### config.mk
export PLATFORM = sky130hd
export DESIGN_NAME = store_merge_rmw
export DESIGN_NICKNAME = d
export VERILOG_FILES = /design/src/rtl/store_merge_rmw.sv
export SDC_FILE = /design/constraint.sdc
export NUM_CORES = 1
export LEC_CHECK = 0
export ABC_AREA = 1
export CORE_ASPECT_RATIO = 1.5
export CORE_UTILIZATION = 39
export CTS_CLUSTER_DIAMETER = 150
export DETAILED_ROUTE_END_ITERATION = 6
export PLACE_DENSITY = 0.7
export SLEW_MARGIN = 40
export SYNTH_ARGS = -nofsm -noshare
export SYNTH_HDL_FRONTEND = slang
export SYNTH_SLANG_ARGS = --single-unit
export TNS_END_PERCENT = 10
### constraint.sdc
create_clock -name clk -period 3.5 [get_ports clk]
set_clock_uncertainty 0.1 [all_clocks]
set_input_delay 1.05 -clock clk [delete_from_list [all_inputs] [get_ports clk]]
set_output_delay 1.05 -clock clk [all_outputs]
set_load 0.1 [all_outputs]
### src/rtl/store_merge_rmw.sv
// Store unit between the MEM stage and data RAM: turns byte/half/word/double
// stores into full-width RAM writes, by read-modify-write or with byte strobes.
module store_merge_rmw #(
  parameter int DATA_W    = 32,
  parameter int ADDR_W    = 32,
  parameter int USE_WSTRB = 0
) (
  input  logic                clk,
  input  logic                rst_n,
  input  logic                req_valid,
  output logic                req_ready,
  input  logic [1:0]          req_op,
  input  logic [ADDR_W-1:0]   req_addr,
  input  logic [DATA_W-1:0]   req_data,
  output logic [ADDR_W-1:0]   mem_addr,
  output logic                mem_re,
  input  logic [DATA_W-1:0]   mem_rdata,
  input  logic                mem_rvalid,
  output logic                mem_we,
  output logic [DATA_W-1:0]   mem_wdata,
  output logic [DATA_W/8-1:0] mem_wstrb,
  input  logic                mem_wready,
  output logic                done,
  output logic                misalign_err
);
  localparam int BYTES = DATA_W / 8;
  localparam int OFF_W = $clog2(BYTES);
  localparam bit RMW   = (USE_WSTRB == 0);

  typedef enum logic [2:0] {S_IDLE, S_RD, S_RWAIT, S_WR, S_DONE} state_e;

  function automatic logic [DATA_W-1:0] lanes_to_bits(input logic [BYTES-1:0] lanes);
    logic [DATA_W-1:0] bits;
    for (int i = 0; i < BYTES; i++) bits[8*i +: 8] = {8{lanes[i]}};
    return bits;
  endfunction

  // Request decode, evaluated on the live request inputs in IDLE.
  logic [BYTES-1:0]  req_lanes;
  logic [2:0]        size_m1;
  logic [OFF_W+2:0]  shamt;
  logic [BYTES-1:0]  req_strb;
  logic [DATA_W-1:0] req_shifted;
  logic              req_misalign;
  logic              req_full;

  always_comb begin
    case (req_op)
      2'b00:   begin req_lanes = BYTES'(1);  size_m1 = 3'b000; end
      2'b01:   begin req_lanes = BYTES'(3);  size_m1 = 3'b001; end
      2'b10:   begin req_lanes = BYTES'(15); size_m1 = 3'b011; end
      default: begin req_lanes = '1;         size_m1 = 3'b111; end
    endcase
    shamt        = {req_addr[OFF_W-1:0], 3'b000};
    req_strb     = req_lanes << req_addr[OFF_W-1:0];
    req_shifted  = (req_data & lanes_to_bits(req_lanes)) << shamt;
    req_misalign = (|(req_addr[2:0] & size_m1)) || (req_op == 2'b11 && DATA_W == 32);
    req_full     = &req_lanes;
  end

  state_e            state_q, state_d;
  logic [DATA_W-1:0] sdata_q, sdata_d;   // store data already shifted into its lanes
  logic [BYTES-1:0]  lanes_q, lanes_d;
  logic [ADDR_W-1:0] mem_addr_q, mem_addr_d;
  logic [DATA_W-1:0] mem_wdata_q, mem_wdata_d;
  logic [BYTES-1:0]  mem_wstrb_q, mem_wstrb_d;
  logic              mem_re_q, mem_re_d;
  logic              mem_we_q, mem_we_d;
  logic              done_q, done_d;
  logic              err_q, err_d;

  always_comb begin
    // NOTE: every _d gets a default before the case so no path can infer a latch.
    state_d     = state_q;
    sdata_d     = sdata_q;
    lanes_d     = lanes_q;
    mem_addr_d  = mem_addr_q;
    mem_wdata_d = mem_wdata_q;
    mem_wstrb_d = mem_wstrb_q;
    mem_we_d    = mem_we_q;
    mem_re_d    = 1'b0;
    done_d      = 1'b0;
    err_d       = 1'b0;
    case (state_q)
      S_IDLE: if (req_valid) begin
        if (req_misalign) begin
          err_d = 1'b1;
        end else begin
          mem_addr_d = {req_addr[ADDR_W-1:OFF_W], {OFF_W{1'b0}}};
          sdata_d    = req_shifted;
          lanes_d    = req_strb;
          if (!RMW || req_full) begin
            state_d     = S_WR;
            mem_we_d    = 1'b1;
            mem_wdata_d = req_shifted;
            mem_wstrb_d = RMW ? '1 : req_strb;
          end else begin
            state_d  = S_RD;
            mem_re_d = 1'b1;
          end
        end
      end
      S_RD: state_d = S_RWAIT;
      S_RWAIT: if (mem_rvalid) begin
        state_d     = S_WR;
        mem_we_d    = 1'b1;
        mem_wdata_d = (mem_rdata & ~lanes_to_bits(lanes_q)) | sdata_q;
        mem_wstrb_d = '1;
      end
      S_WR: if (mem_wready) begin
        state_d     = S_DONE;
        mem_we_d    = 1'b0;
        mem_wstrb_d = '0;
        done_d      = 1'b1;
      end
      default: state_d = S_IDLE;
    endcase
  end

  always_ff @(posedge clk or negedge rst_n) begin
    if (!rst_n) begin
      state_q     <= S_IDLE;
      sdata_q     <= '0;
      lanes_q     <= '0;
      mem_addr_q  <= '0;
      mem_wdata_q <= '0;
      mem_wstrb_q <= '0;
      mem_re_q    <= 1'b0;
      mem_we_q    <= 1'b0;
      done_q      <= 1'b0;
      err_q       <= 1'b0;
    end else begin
      // NOTE: non-blocking only, so every flop updates from the same pre-edge values.
      state_q     <= state_d;
      sdata_q     <= sdata_d;
      lanes_q     <= lanes_d;
      mem_addr_q  <= mem_addr_d;
      mem_wdata_q <= mem_wdata_d;
      mem_wstrb_q <= mem_wstrb_d;
      mem_re_q    <= mem_re_d;
      mem_we_q    <= mem_we_d;
      done_q      <= done_d;
      err_q       <= err_d;
    end
  end

  assign req_ready    = (state_q == S_IDLE);
  assign mem_addr     = mem_addr_q;
  assign mem_re       = mem_re_q;
  assign mem_we       = mem_we_q;
  assign mem_wdata    = mem_wdata_q;
  assign mem_wstrb    = mem_wstrb_q;
  assign done         = done_q;
  assign misalign_err = err_q;
endmodule

Yosys cells after proc, flatten, opt, wreduce, memory -nomap -nowiden

Cells that the tools add are included.

Word-level logic and storage cells: 74
Bits of input ports: 103
Bits in registers: 109
Bits in writable memories: 0
Bits in read-only memories: 0
Output and inout bits: 73
Memories: 0
Latch bits: 0

Div/mod/pow operators: 0
Order comparisons: 0
Reduce and logical (&&, ||, !) cells: 11
Bitwise operators: 6
Add/subtract/negate cells: 0
Equality and inequality tests: 11
Multiplexer cells: 34
Multiply operators: 0
Shifts and indexed selects: 2

Operators by type and width:

| operator                                             | number |
|---|---|
| two-way mux 32 bit                                   | 4 |
| AND 32 bit                                           | 2 |
| case mux 32 bit (2 select lines)                     | 1 |
| inverter 32 bit                                      | 1 |
| OR 32 bit                                            | 1 |
| << shifter 32 x 5 -> 32 bit                          | 1 |
| two-way mux 4 bit                                    | 5 |
| two-way mux 1 bit                                    | 14 |
| two-way mux 3 bit                                    | 4 |
| case mux 3 bit (4 select lines)                      | 1 |
| case mux 4 bit (3 select lines)                      | 1 |
| case mux 3 bit (3 select lines)                      | 1 |
| inequality test 2 bit (second input constant)        | 4 |
| case mux 4 bit (2 select lines)                      | 1 |
| AND reduction 4 bit                                  | 2 |
| equality test 3 x 2 -> 1 bit (second input constant) | 2 |
| AND reduction 6 bit                                  | 1 |
| AND reduction 5 bit                                  | 1 |
| equality test 2 bit (second input constant)          | 2 |
| << shifter 4 x 2 -> 4 bit                            | 1 |
| AND 3 bit                                            | 1 |
| equality test 3 x 1 -> 1 bit (second input constant) | 1 |
| zero test 3 bit                                      | 1 |
| case mux 1 bit (3 select lines)                      | 1 |
| other kinds (10)                                     | 10 |

Longest topological paths before layout

Gate-level depths: netlist (run 1).

Depth in word-level cells: 8
Depth in mapped cells: 10
Depth with buffers taken out: 9

Least setup slack after synthesis (run 1)

Ideal clock, no wire load.

Kind: reg2out
From: reg, netlist name mem_wstrb[2]
To: out mem_wstrb[0]
Required time: 2.350 ns
Stages on the path, launching flop included: 2
Arrival: 1.390 ns
Path buffers: 1
Slack: 0.960 ns
Path through: dfrtp_1 > buf_4

RTL lines:

| item      | line | RTL |
|---|---|---|
| to (decl) | 21   | `output logic [DATA_W/8-1:0] mem_wstrb,` |

Worst setup path after layout (run 1)

From: in req_addr[0]
To: reg mem_wdata_q[7], in the netlist mem_wdata[7]

Word-level cells in the longest chain between the ends: 5
Elaborated cells on any way between the ends: 10
Those cells by class: eq/ne (1); shift (1); mux (4); bitwise (1); reduce/logical (3)

Ends and longest elaborated chain:

| item                                                                           | line   | RTL |
|---|---|---|
| from (decl)                                                                    | 13     | `input logic [ADDR_W-1:0] req_addr,` |
| << shifter 32 x 5 -> 32 bit / AND 3 bit (equally long branches)                | 56, 57 |  |
| two-way mux 32 bit / OR reduction 3 bit (equally long branches)                | 92, 57 |  |
| two-way mux 32 bit / logical OR 1 bit (equally long branches)                  | 86, 57 |  |
| two-way mux 32 bit / inequality test 2 bit (equally long branches)             | n/a    |  |
| case mux 32 bit (2 select lines) / AND reduction 5 bit (equally long branches) | n/a    |  |
| to (signal assigned)                                                           | 138    | `mem_wdata_q <= mem_wdata_d;` |
| to (decl)                                                                      | 65     | `logic [DATA_W-1:0] mem_wdata_q, mem_wdata_d;` |

Parallel ways exist; a longest one is shown, timed or not. The select of a mux whose other input is x is not followed.
A chain may end at the register's enable or synchronous reset.

==> impl_metrics.tcl, run 1 <==
set metrics [dict create \
    io_pins 176 \
    antenna_found_initial 0 \
    die_w_um 97.90 \
    hp-start "mem_addr[15]$_DFFE_PN0P_" \
    synth-edff-count 0 \
    grt_pass1_wl_mm 25.30 \
    max-vdd-ir-drop_uv 631.4 \
    finalSetupViolCount 0 \
    min_path_cells 2 \
    leakage_nw 3.778 \
    nets 992 \
    insertion_delay_ps 350 \
    yosysMostFrequentCell "nand2_1" \
    dr.pass1.iters 6 \
    yosys-top-cells-area "dfrtp_1, nand2_1, o21ai_0" \
    cellPowerDensity_mw_per_mm2 1084 \
    relSlewSlack 0.6274 \
    dieArea_mm2 0.01428 \
    startpoint_type "primary input" \
    synth_flop_cell "dfrtp_1" \
    clkTransAtPathRegs_ps 70 \
    drv_cap 0 \
    drive_above_1_share 0.1365 \
    cts_hold_buf 0 \
    tritoncts "yes" \
    wl_mm 15.48 \
    post_cts_buffers 0 \
    synth_top_cell_area_share 0.4884 \
    rsz0062_at_grt "no" \
    crit_arrival_ps 3040 \
    syn_area_mm2 0.005380 \
    post_cts_resized 0 \
    layout_setup_ws_ps 651.2 \
    cts.sinks 105 \
    crit_path_max_fanout 28 \
    clock_path_buffers 2 \
    dp_slack_ps 298.4 \
    tns_ps 0 \
    via_count 5195 \
    worstReg2RegEnd "lanes_q[0]$_DFFE_PN0P_" \
    place.gp.congestion 0.8502 \
    place_area_mm2 0.007046 \
    core_mm2 0.01347 \
    end_kind "flop" \
    seq_area_frac_synth 0.4884 \
    ff2ff_setup_slack_ps 1710 \
    via_per_inst 4.920 \
    synth_common_cells "nand2_1, dfrtp_1, o21ai_0" \
    ant_nets 0 \
    gr-total-overflow 0 \
    async_flop_share 1.000 \
    crit_type "in2reg" \
    crit_required_ps 3690 \
    syn_inst 732 \
    tightest_slew_ps 558.2 \
    worst-r2r-cell-count 9 \
    fin_crit_ps 2849 \
    grt_pass1_vias 5081 \
    synth-seq-cells 105 \
    violations "design-rule violations" \
    synth_top_cell_by_area "dfrtp_1" \
    worstHoldEndpoint "mem_addr[15]$_DFFE_PN0P_" \
    chipHeight_um 145.9 \
    clock.fmax_mhz 351.0 \
    worstReg2RegStart "state_q[2]$_DFFE_PN0P_" \
    drt_iter0_drc 338 \
    synth.avg_cell_area_um2 7.350 \
    critPathLaunch "req_addr[0]" \
    start_util 0.3995 \
    hold_viol 0 \
    io_buffers 173 \
    syn_to_final_growth_pct 36.74 \
    numCtsBuffers 9 \
    dp_hpwl_mm 11.43 \
    yosys_warnings 0 \
    status "complete, but fails checks" \
    antenna_cells 0 \
    design_area_mm2 0.007357 \
    grt_max_degree 53 \
    cts.htree.levels 3 \
    final_max_slew_viol_count 0 \
    drcViolationCount 12 \
    grt.total_usage 0.2254 \
    rows 52 \
    hold_class "reg2reg" \
    wl_per_cell_um 14.66 \
    finalCritPeriodShare 0.8140 \
    ys_types 29 \
    clock-root-buffer "clkbuf_16" \
]
## critical path: stages
cell	delay [ps]
clkdlybuf4s50_1	610
inv_2	410
nand2_2	240
inv_1	270
nand2_1	100
o21ai_0	190
nand2_1	80
nand2_1	70
## cell usage in the layout, fill, tap and decap left out, types with 4 or more instances in the layout
| cell | count |
|---|---|
| o21ai_1 | 9 |
| nand2_2 | 4 |
| o211ai_1 | 8 |
| clkdlybuf4s50_1 | 101 |
| a21oi_1 | 24 |
| dfrtp_1 | 105 |
| nand2_1 | 313 |
| inv_1 | 51 |
| buf_12 | 4 |
| buf_4 | 81 |
| o21ai_0 | 58 |
| a21boi_0 | 6 |
| nor2_1 | 41 |
| clkbuf_16 | 9 |
| inv_2 | 9 |
| a31oi_1 | 9 |
| nand3_1 | 38 |
## stage by stage
step | total power, mW | utilization | hold slack [ps] | std cells
2_1_floorplan | 5.859 | - | 343.9 | 733
3_5_place_dp | 6.968 | 0.5231 | 359.2 | 1040
6_report | 7.975 | 0.5463 | 372.6 | 1056
4_1_cts | 8.039 | 0.5463 | 376.5 | 1056
3_3_place_gp | 6.921 | 0.5231 | 355.3 | 1040
5_1_grt | 8.432 | 0.5463 | 400.3 | 1056
## logic make-up after synthesis
| kind of cell | Yosys count | synth area share |
|---|---|---|
| buf+inv | 102 | 0.08721 |
| other cells | 1 | 0.0006970 |
| flops | 105 | 0.4884 |
| simple gates | 407 | 0.3042 |
| compound gates | 117 | 0.1195 |
## state kept, by name (all words and copies together), names as in the netlist
signal	count
done	1
lanes_q	4
mem_addr	30
mem_re	1
mem_wdata	32
mem_wstrb	1
misalign_err	1
sdata_q	32
state_q	3
## metal layers
| layer | vias up | share of wire | global-route usage |
|---|---|---|---|
| li1 | 2612 | - | - |
| met1 | 2388 | 0.42 | 0.2806 |
| met2 | 174 | 0.50 | 0.3796 |
| met3 | 21 | 0.067 | 0.05331 |
| met4 | 0 | 0.020 | 0.07955 |
| met5 | - | 0 | 0 |
## cell type report
type                    instances  area, µm²
fillers                      1276       6111
flip-flops and latches        105       2628
multi-input cells             526       2287
repair buffers                186       1699
clock buffers                  10      239.0
inverters                      61      229.0
well taps                     162      202.7
clock inverters                 6      72.57
## report_power, final
part	internal, mW	switching [mW]
registers	1.75	0.315
clock network	0.582	0.469
logic	1.06	3.80
total	3.40	4.58
## how the worst max path moves through the flow
| stage | end | depth (start not counted) |
|---|---|---|
| 2_1_floorplan | mem_wstrb[0] | 1 |
| 3_3_place_gp | mem_wdata[5]$_DFFE_PN0P_ | 8 |
| 3_5_place_dp | mem_wdata[7]$_DFFE_PN0P_ | 8 |
| 4_1_cts | mem_wdata[7]$_DFFE_PN0P_ | 8 |
| 5_1_grt | mem_wdata[3]$_DFFE_PN0P_ | 8 |
| 6_report | mem_wdata[7]$_DFFE_PN0P_ | 8 |
No activity file was read; power rests on OpenSTA's default activity.
==> run 2, diff against run 1 <==
--- a/config.mk
+++ b/config.mk
@@ -10,7 +10,7 @@
 export CORE_UTILIZATION = 39
 export CTS_CLUSTER_DIAMETER = 150
 export DETAILED_ROUTE_END_ITERATION = 6
-export PLACE_DENSITY = 0.7
+export PLACE_DENSITY = 0.72
 export SLEW_MARGIN = 40
 export SYNTH_ARGS = -nofsm -noshare
 export SYNTH_HDL_FRONTEND = slang
==> constraint.sdc (replaced) <==
create_clock -name clk -period 2.32 [get_ports clk]
set_clock_uncertainty 0.1 [all_clocks]
set_input_delay 0.696 -clock clk [delete_from_list [all_inputs] [get_ports clk]]
set_output_delay 0.696 -clock clk [all_outputs]
set_load 0.1 [all_outputs]
==> run 2 against run 1 <==
The flow still finishes with violations (design-rule violations); critical endpoint is now req_ready; flip-flop and latch count is the same; clock power grew 47%; power grew 63%; final cell count grew 3.7%; combinational power grew 68%; worst setup slack lost 500 ps; clock-buffer cell count grew 2; via count grew 3.4%; critical path depth shrank 4; non-clock buffer count grew 39; die area is the same.
==> impl_metrics.tcl, run 2 (synthesized netlist as in run 1, its figures left out) <==
set metrics [dict create \
    cellPowerDensity_mw_per_mm2 1587 \
    violations "design-rule violations" \
    core_mm2 0.01347 \
    grt_max_degree 59 \
    grt_pass1_vias 5396 \
    insertion_delay_ps 340 \
    drt_iter0_drc 339 \
    status "complete, but fails checks" \
    rows 52 \
    drcViolationCount 15 \
    dp_hpwl_mm 12.02 \
    nets 1031 \
    numCtsBuffers 9 \
    startpoint_type "flop" \
    worstReg2RegStart "state_q[2]$_DFFE_PN0P_" \
    grt_pass1_wl_mm 26.72 \
    drv_cap 0 \
    drive_above_1_share 0.1715 \
    crit_type "reg2out" \
    gr-total-overflow 0 \
    die_w_um 97.90 \
    grt.total_usage 0.2372 \
    rsz0062_at_grt "no" \
    mostFrequentLayoutCell "nand2_1" \
    ant_nets 0 \
    chipHeight_um 145.9 \
    clkTransAtPathRegs_ps 70 \
    cts.sinks 105 \
    crit_arrival_ps 1370 \
    final_max_slew_viol_count 0 \
    antenna_found_initial 0 \
    tns_ps 0 \
    place.gp.congestion 0.8720 \
    wl_mm 16.10 \
    leakage_nw 4.132 \
    antenna_cells 0 \
    via_count 5374 \
    worstReg2RegEnd "mem_wdata[4]$_DFFE_PN0P_" \
    syn_to_final_growth_pct 52.23 \
    start_util 0.3995 \
    via_per_inst 4.908 \
    layout_common_cells "nand2_1, dfrtp_1, clkdlybuf4s50_1" \
    hold_viol 0 \
    worst-r2r-cell-count 8 \
    dieArea_mm2 0.01428 \
    io_pins 176 \
    wl_per_cell_um 14.70 \
    dr.pass1.iters 7 \
    cts.htree.levels 3 \
    clock.fmax_mhz 460.9 \
    io_buffers 173 \
    post-route-util 0.6081 \
    relSlewSlack 0.5924 \
    tritoncts "yes" \
    crit_required_ps 1520 \
    tightest_slew_ps 610.5 \
    post_cts_buffers 0 \
    clock_path_buffers 2 \
    crit_path_max_fanout 6 \
    hold_class "in2async" \
    finalCritPeriodShare 0.9352 \
    ff2ff_setup_slack_ps 580 \
    fin_crit_ps 2170 \
    finalSetupViolCount 0 \
    max-vdd-ir-drop_uv 1049 \
    clock-root-buffer "clkbuf_16" \
    end_kind "primary output" \
]
[run 2: layout make-up]
type                            instances  area [µm²]
Clock inverter                          4       52.55
Sequential cell                       105        2628
Timing Repair Buffer                  225        2542
Multi-Input combinational cell        526        2290
Fill cell                            1228        5278
Inverter                               61       229.0
Tap cell                              162       202.7
Clock buffer                           12       246.5
[run 2: routing by layer]
| metal | GRT usage | wire length (µm) | up-vias |
|---|---|---|---|
| li1 | - | - | 2685 |
| met1 | 0.2853 | 6324 | 2460 |
| met2 | 0.4035 | 8036 | 200 |
| met3 | 0.05139 | 1188 | 29 |
| met4 | 0.1068 | 549 | 0 |
| met5 | 0 | 0 | - |
[run 2: what timing repair did]
action,CTS,global route
hold buffers,0,0
setup endpoints to repair,0,1
resized for setup,0,1
[run 2: how the worst max path moves through the flow]
stage                        startpoint                   endpoint  cells after the start
4_1_cts          state_q[2]$_DFFE_PN0P_                  req_ready                      4
3_3_place_gp                req_addr[1]  mem_wdata[19]$_DFFE_PN0P_                     10
5_1_grt                     req_addr[0]   mem_wdata[5]$_DFFE_PN0P_                      8
3_5_place_dp                req_addr[1]  mem_wdata[19]$_DFFE_PN0P_                     10
2_1_floorplan  mem_wstrb[2]$_DFFE_PN0P_               mem_wstrb[0]                      1
6_report         state_q[2]$_DFFE_PN0P_                  req_ready                      4
[run 2: worst max-delay path, cell delays in order (launching register included)]
cell	delay, ps
dfrtp_1	440
nor2_2	150
inv_2	90
nor2_4	150
buf_12	190
[run 2: through the flow]
| stage | hold WS, ps | worst slack, ps | power, mW | cells | area (µm²) |
|---|---|---|---|---|---|
| after floorplan | 300.4 | 134.3 | 8.839 | 733 | 5384 |
| after CTS | 171.3 | 128.5 | 13.08 | 1095 | 8188 |
| after detailed placement | 360.0 | -220.9 | 11.51 | 1079 | 7889 |
| after global placement | 355.9 | -160.1 | 11.41 | 1079 | 7889 |
| final | 165.1 | 150.3 | 13.00 | 1095 | 8190 |
| after global routing | 184.8 | 14.67 | 13.66 | 1095 | 8190 |
[run 2: report_power, final]
part           leakage (nW)  switching (mW)  internal, mW
clock                 0.147           0.670         0.870
sequential             1.33           0.650          2.65
combinational          2.66            5.76          2.41
==> run 3, diff against run 2 <==
--- a/config.mk
+++ b/config.mk
@@ -10,6 +10,7 @@
 export CORE_UTILIZATION = 39
 export CTS_CLUSTER_DIAMETER = 150
 export DETAILED_ROUTE_END_ITERATION = 6
+export GPL_ROUTABILITY_DRIVEN = 1
 export PLACE_DENSITY = 0.72
 export SLEW_MARGIN = 40
 export SYNTH_ARGS = -nofsm -noshare
==> constraint.sdc (replaced) <==
create_clock -name clk -period 1.9 [get_ports clk]
set_clock_uncertainty 0.1 [all_clocks]
set_input_delay 0.57 -clock clk [delete_from_list [all_inputs] [get_ports clk]]
set_output_delay 0.57 -clock clk [all_outputs]
set_load 0.1 [all_outputs]
==> run 3 against run 2 <==
The flow finishes with violations (design-rule violations, negative setup slack); non-clock buffer count is 18 higher; clock-buffer cell count stayed put; utilization grew 4.2 points; clock power grew 24%; first-iteration DRC count down 14%; sequential power grew 26%; hold slack got worse by 160 ps; flip-flop and latch count unchanged; sequential share of layout area fell by 2.1 points; via count is 3.2% higher; global-route usage increased by 0.41 points; largest power group unchanged.
==> impl_metrics.tcl, run 3 (synthesized netlist as in run 1, its figures left out) <==
set metrics [dict create \
    grt_max_degree 53 \
    finalCritPeriodShare 1.021 \
    fillCellCount 1112 \
    clock-root-buffer "clkbuf_16" \
    status "complete, but fails checks" \
    hold_class "in2async" \
    syn_to_final_growth_pct 62.77 \
    relSlewSlack 0.6176 \
    crit_required_ps 1230 \
    multiInputGateArea_mm2 0.002327 \
    rsz0062_at_grt "yes" \
    drv_cap 0 \
    slowest_stage "dfrtp_1" \
    max-vdd-ir-drop_uv 1330 \
    grt_pass1_vias 5586 \
    cts.htree.levels 3 \
    antenna_found_initial 1 \
    power_mw 17.11 \
    nets 1049 \
    io_pins 176 \
    antenna_cells 0 \
    clock.fmax_mhz 515.4 \
    fin_crit_ps 1940 \
    dieArea_mm2 0.01428 \
    dp_cells 1090 \
    clkTransAtPathRegs_ps 70 \
    wl_per_cell_um 14.95 \
    seqCellArea_mm2 0.002629 \
    cellPowerDensity_mw_per_mm2 1954 \
    violations "design-rule violations, negative setup slack" \
    final_max_slew_viol_count 0 \
    tightest_slew_ps 572.8 \
    die_w_um 97.90 \
    clock_path_buffers 2 \
    place_area_mm2 0.008343 \
    place.gp.congestion 0.8809 \
    leakage_nw 4.373 \
    rows 52 \
    end_kind "primary output" \
    grt_pass1_wl_mm 27.06 \
    crit_family "flip-flops" \
    cts.sinks 105 \
    grt.total_usage 0.2413 \
    design_area_mm2 0.008757 \
    dp_hpwl_mm 12.55 \
    via_count 5547 \
    crit_arrival_ps 1270 \
    drive_above_1_share 0.1987 \
    finalSetupViolCount 1 \
    layout_common_cells "nand2_1, dfrtp_1, clkdlybuf4s50_1" \
    wl_mm 16.64 \
    hold_ws_ps 5.229 \
    stdcell_count 1113 \
    crit_path_max_fanout 2 \
    post-route-util 0.6502 \
    tns_ps -40.38 \
    via_per_inst 4.984 \
    start_util 0.3995 \
    cts_hold_buf 0 \
    cp_cell_sequence "nor2_2, inv_2, nor2_4, buf_12" \
    dr.pass1.iters 7 \
    hold_viol 0 \
    insertion_delay_ps 340 \
    chipHeight_um 145.9 \
    startpoint_type "flop" \
    cp_slowest_stage_delay_ps 390 \
    crit_buf_inv 2 \
    drt_iter0_drc 292 \
    ant_nets 0 \
    numCtsBuffers 9 \
    tritoncts "yes" \
    layout_setup_ws_ps -40.38 \
    drcViolationCount 11 \
    crit_type "reg2out" \
    core_mm2 0.01347 \
    io_buffers 173 \
    dp_slack_ps -552.1 \
    gr-total-overflow 0 \
    mostFrequentLayoutCell "nand2_1" \
]
==> run 3: cell types whose count changed in the layout (fill, tap and decap cells not counted), sizes merged <==
| cell | before | now |
|---|---|---|
| dlygate4sd2 | 0 | 3 |
| buf | 124 | 142 |
| clkdlybuf4s50 | 101 | 97 |
| dlymetal6s2s | 0 | 1 |
| clkinv | 4 | 3 |
| clkinvlp | 0 | 1 |
==> run 3: final timing paths <==
kind                                             to  slack (ps)  cells after the start                     from
max                                       req_ready         -40                      4   state_q[0]$_DFFE_PN0P_
min                         sdata_q[11]$_DFFE_PN0P_           5                      1                    rst_n
max reg2reg                 sdata_q[18]$_DFFE_PN0P_         140                     10   state_q[0]$_DFFE_PN0P_
min reg2reg                 sdata_q[14]$_DFFE_PN0P_         390                      2  sdata_q[14]$_DFFE_PN0P_
max in group asynchronous  mem_wstrb[2]$_DFFE_PN0P_        1150                      2                    rst_n
min in group clk            sdata_q[14]$_DFFE_PN0P_         390                      2  sdata_q[14]$_DFFE_PN0P_
==> run 3: what timing repair did <==
action                                  CTS  global route
buffers inserted                          4             3
pin swaps                                 5             2
endpoints found under the setup margin   99            95
gates resized for setup                  15            13
==> run 3: cell type report <==
cell class              instances  share of cell area
repair buffers                243              0.3488
flip-flops and latches        105              0.3002
multi-input cells             526              0.2658
clock buffers                  12             0.02929
inverters                      61             0.02700
well taps                     162             0.02315
clock inverters                 4            0.005858
==> run 3: where the power goes <==
group,internal [mW],total [mW],switching [mW]
sequential,3.23,4.17,0.938
combinational,3.86,11.0,7.17
clock,1.10,1.91,0.818
==> run 3: per-layer routing <==
| metal | up-vias | part of all wire | global-route usage |
|---|---|---|---|
| met4 | 2 | 0.032 | 0.08636 |
| met2 | 202 | 0.51 | 0.4275 |
| met5 | - | 0.00060 | 0 |
| li1 | 2719 | - | - |
| met3 | 33 | 0.076 | 0.07061 |
| met1 | 2591 | 0.38 | 0.2725 |
==> run 3: worst reg2reg max path: stages, from the launching register on <==
cell and delay [ps]:
dfrtp_1 390, nor2_2 160, inv_2 70, nor2_4 120, buf_4 150, nand2_4 70, nor2_8 170, buf_6 150
buf_4 130, nand2_1 80, o21ai_2 90
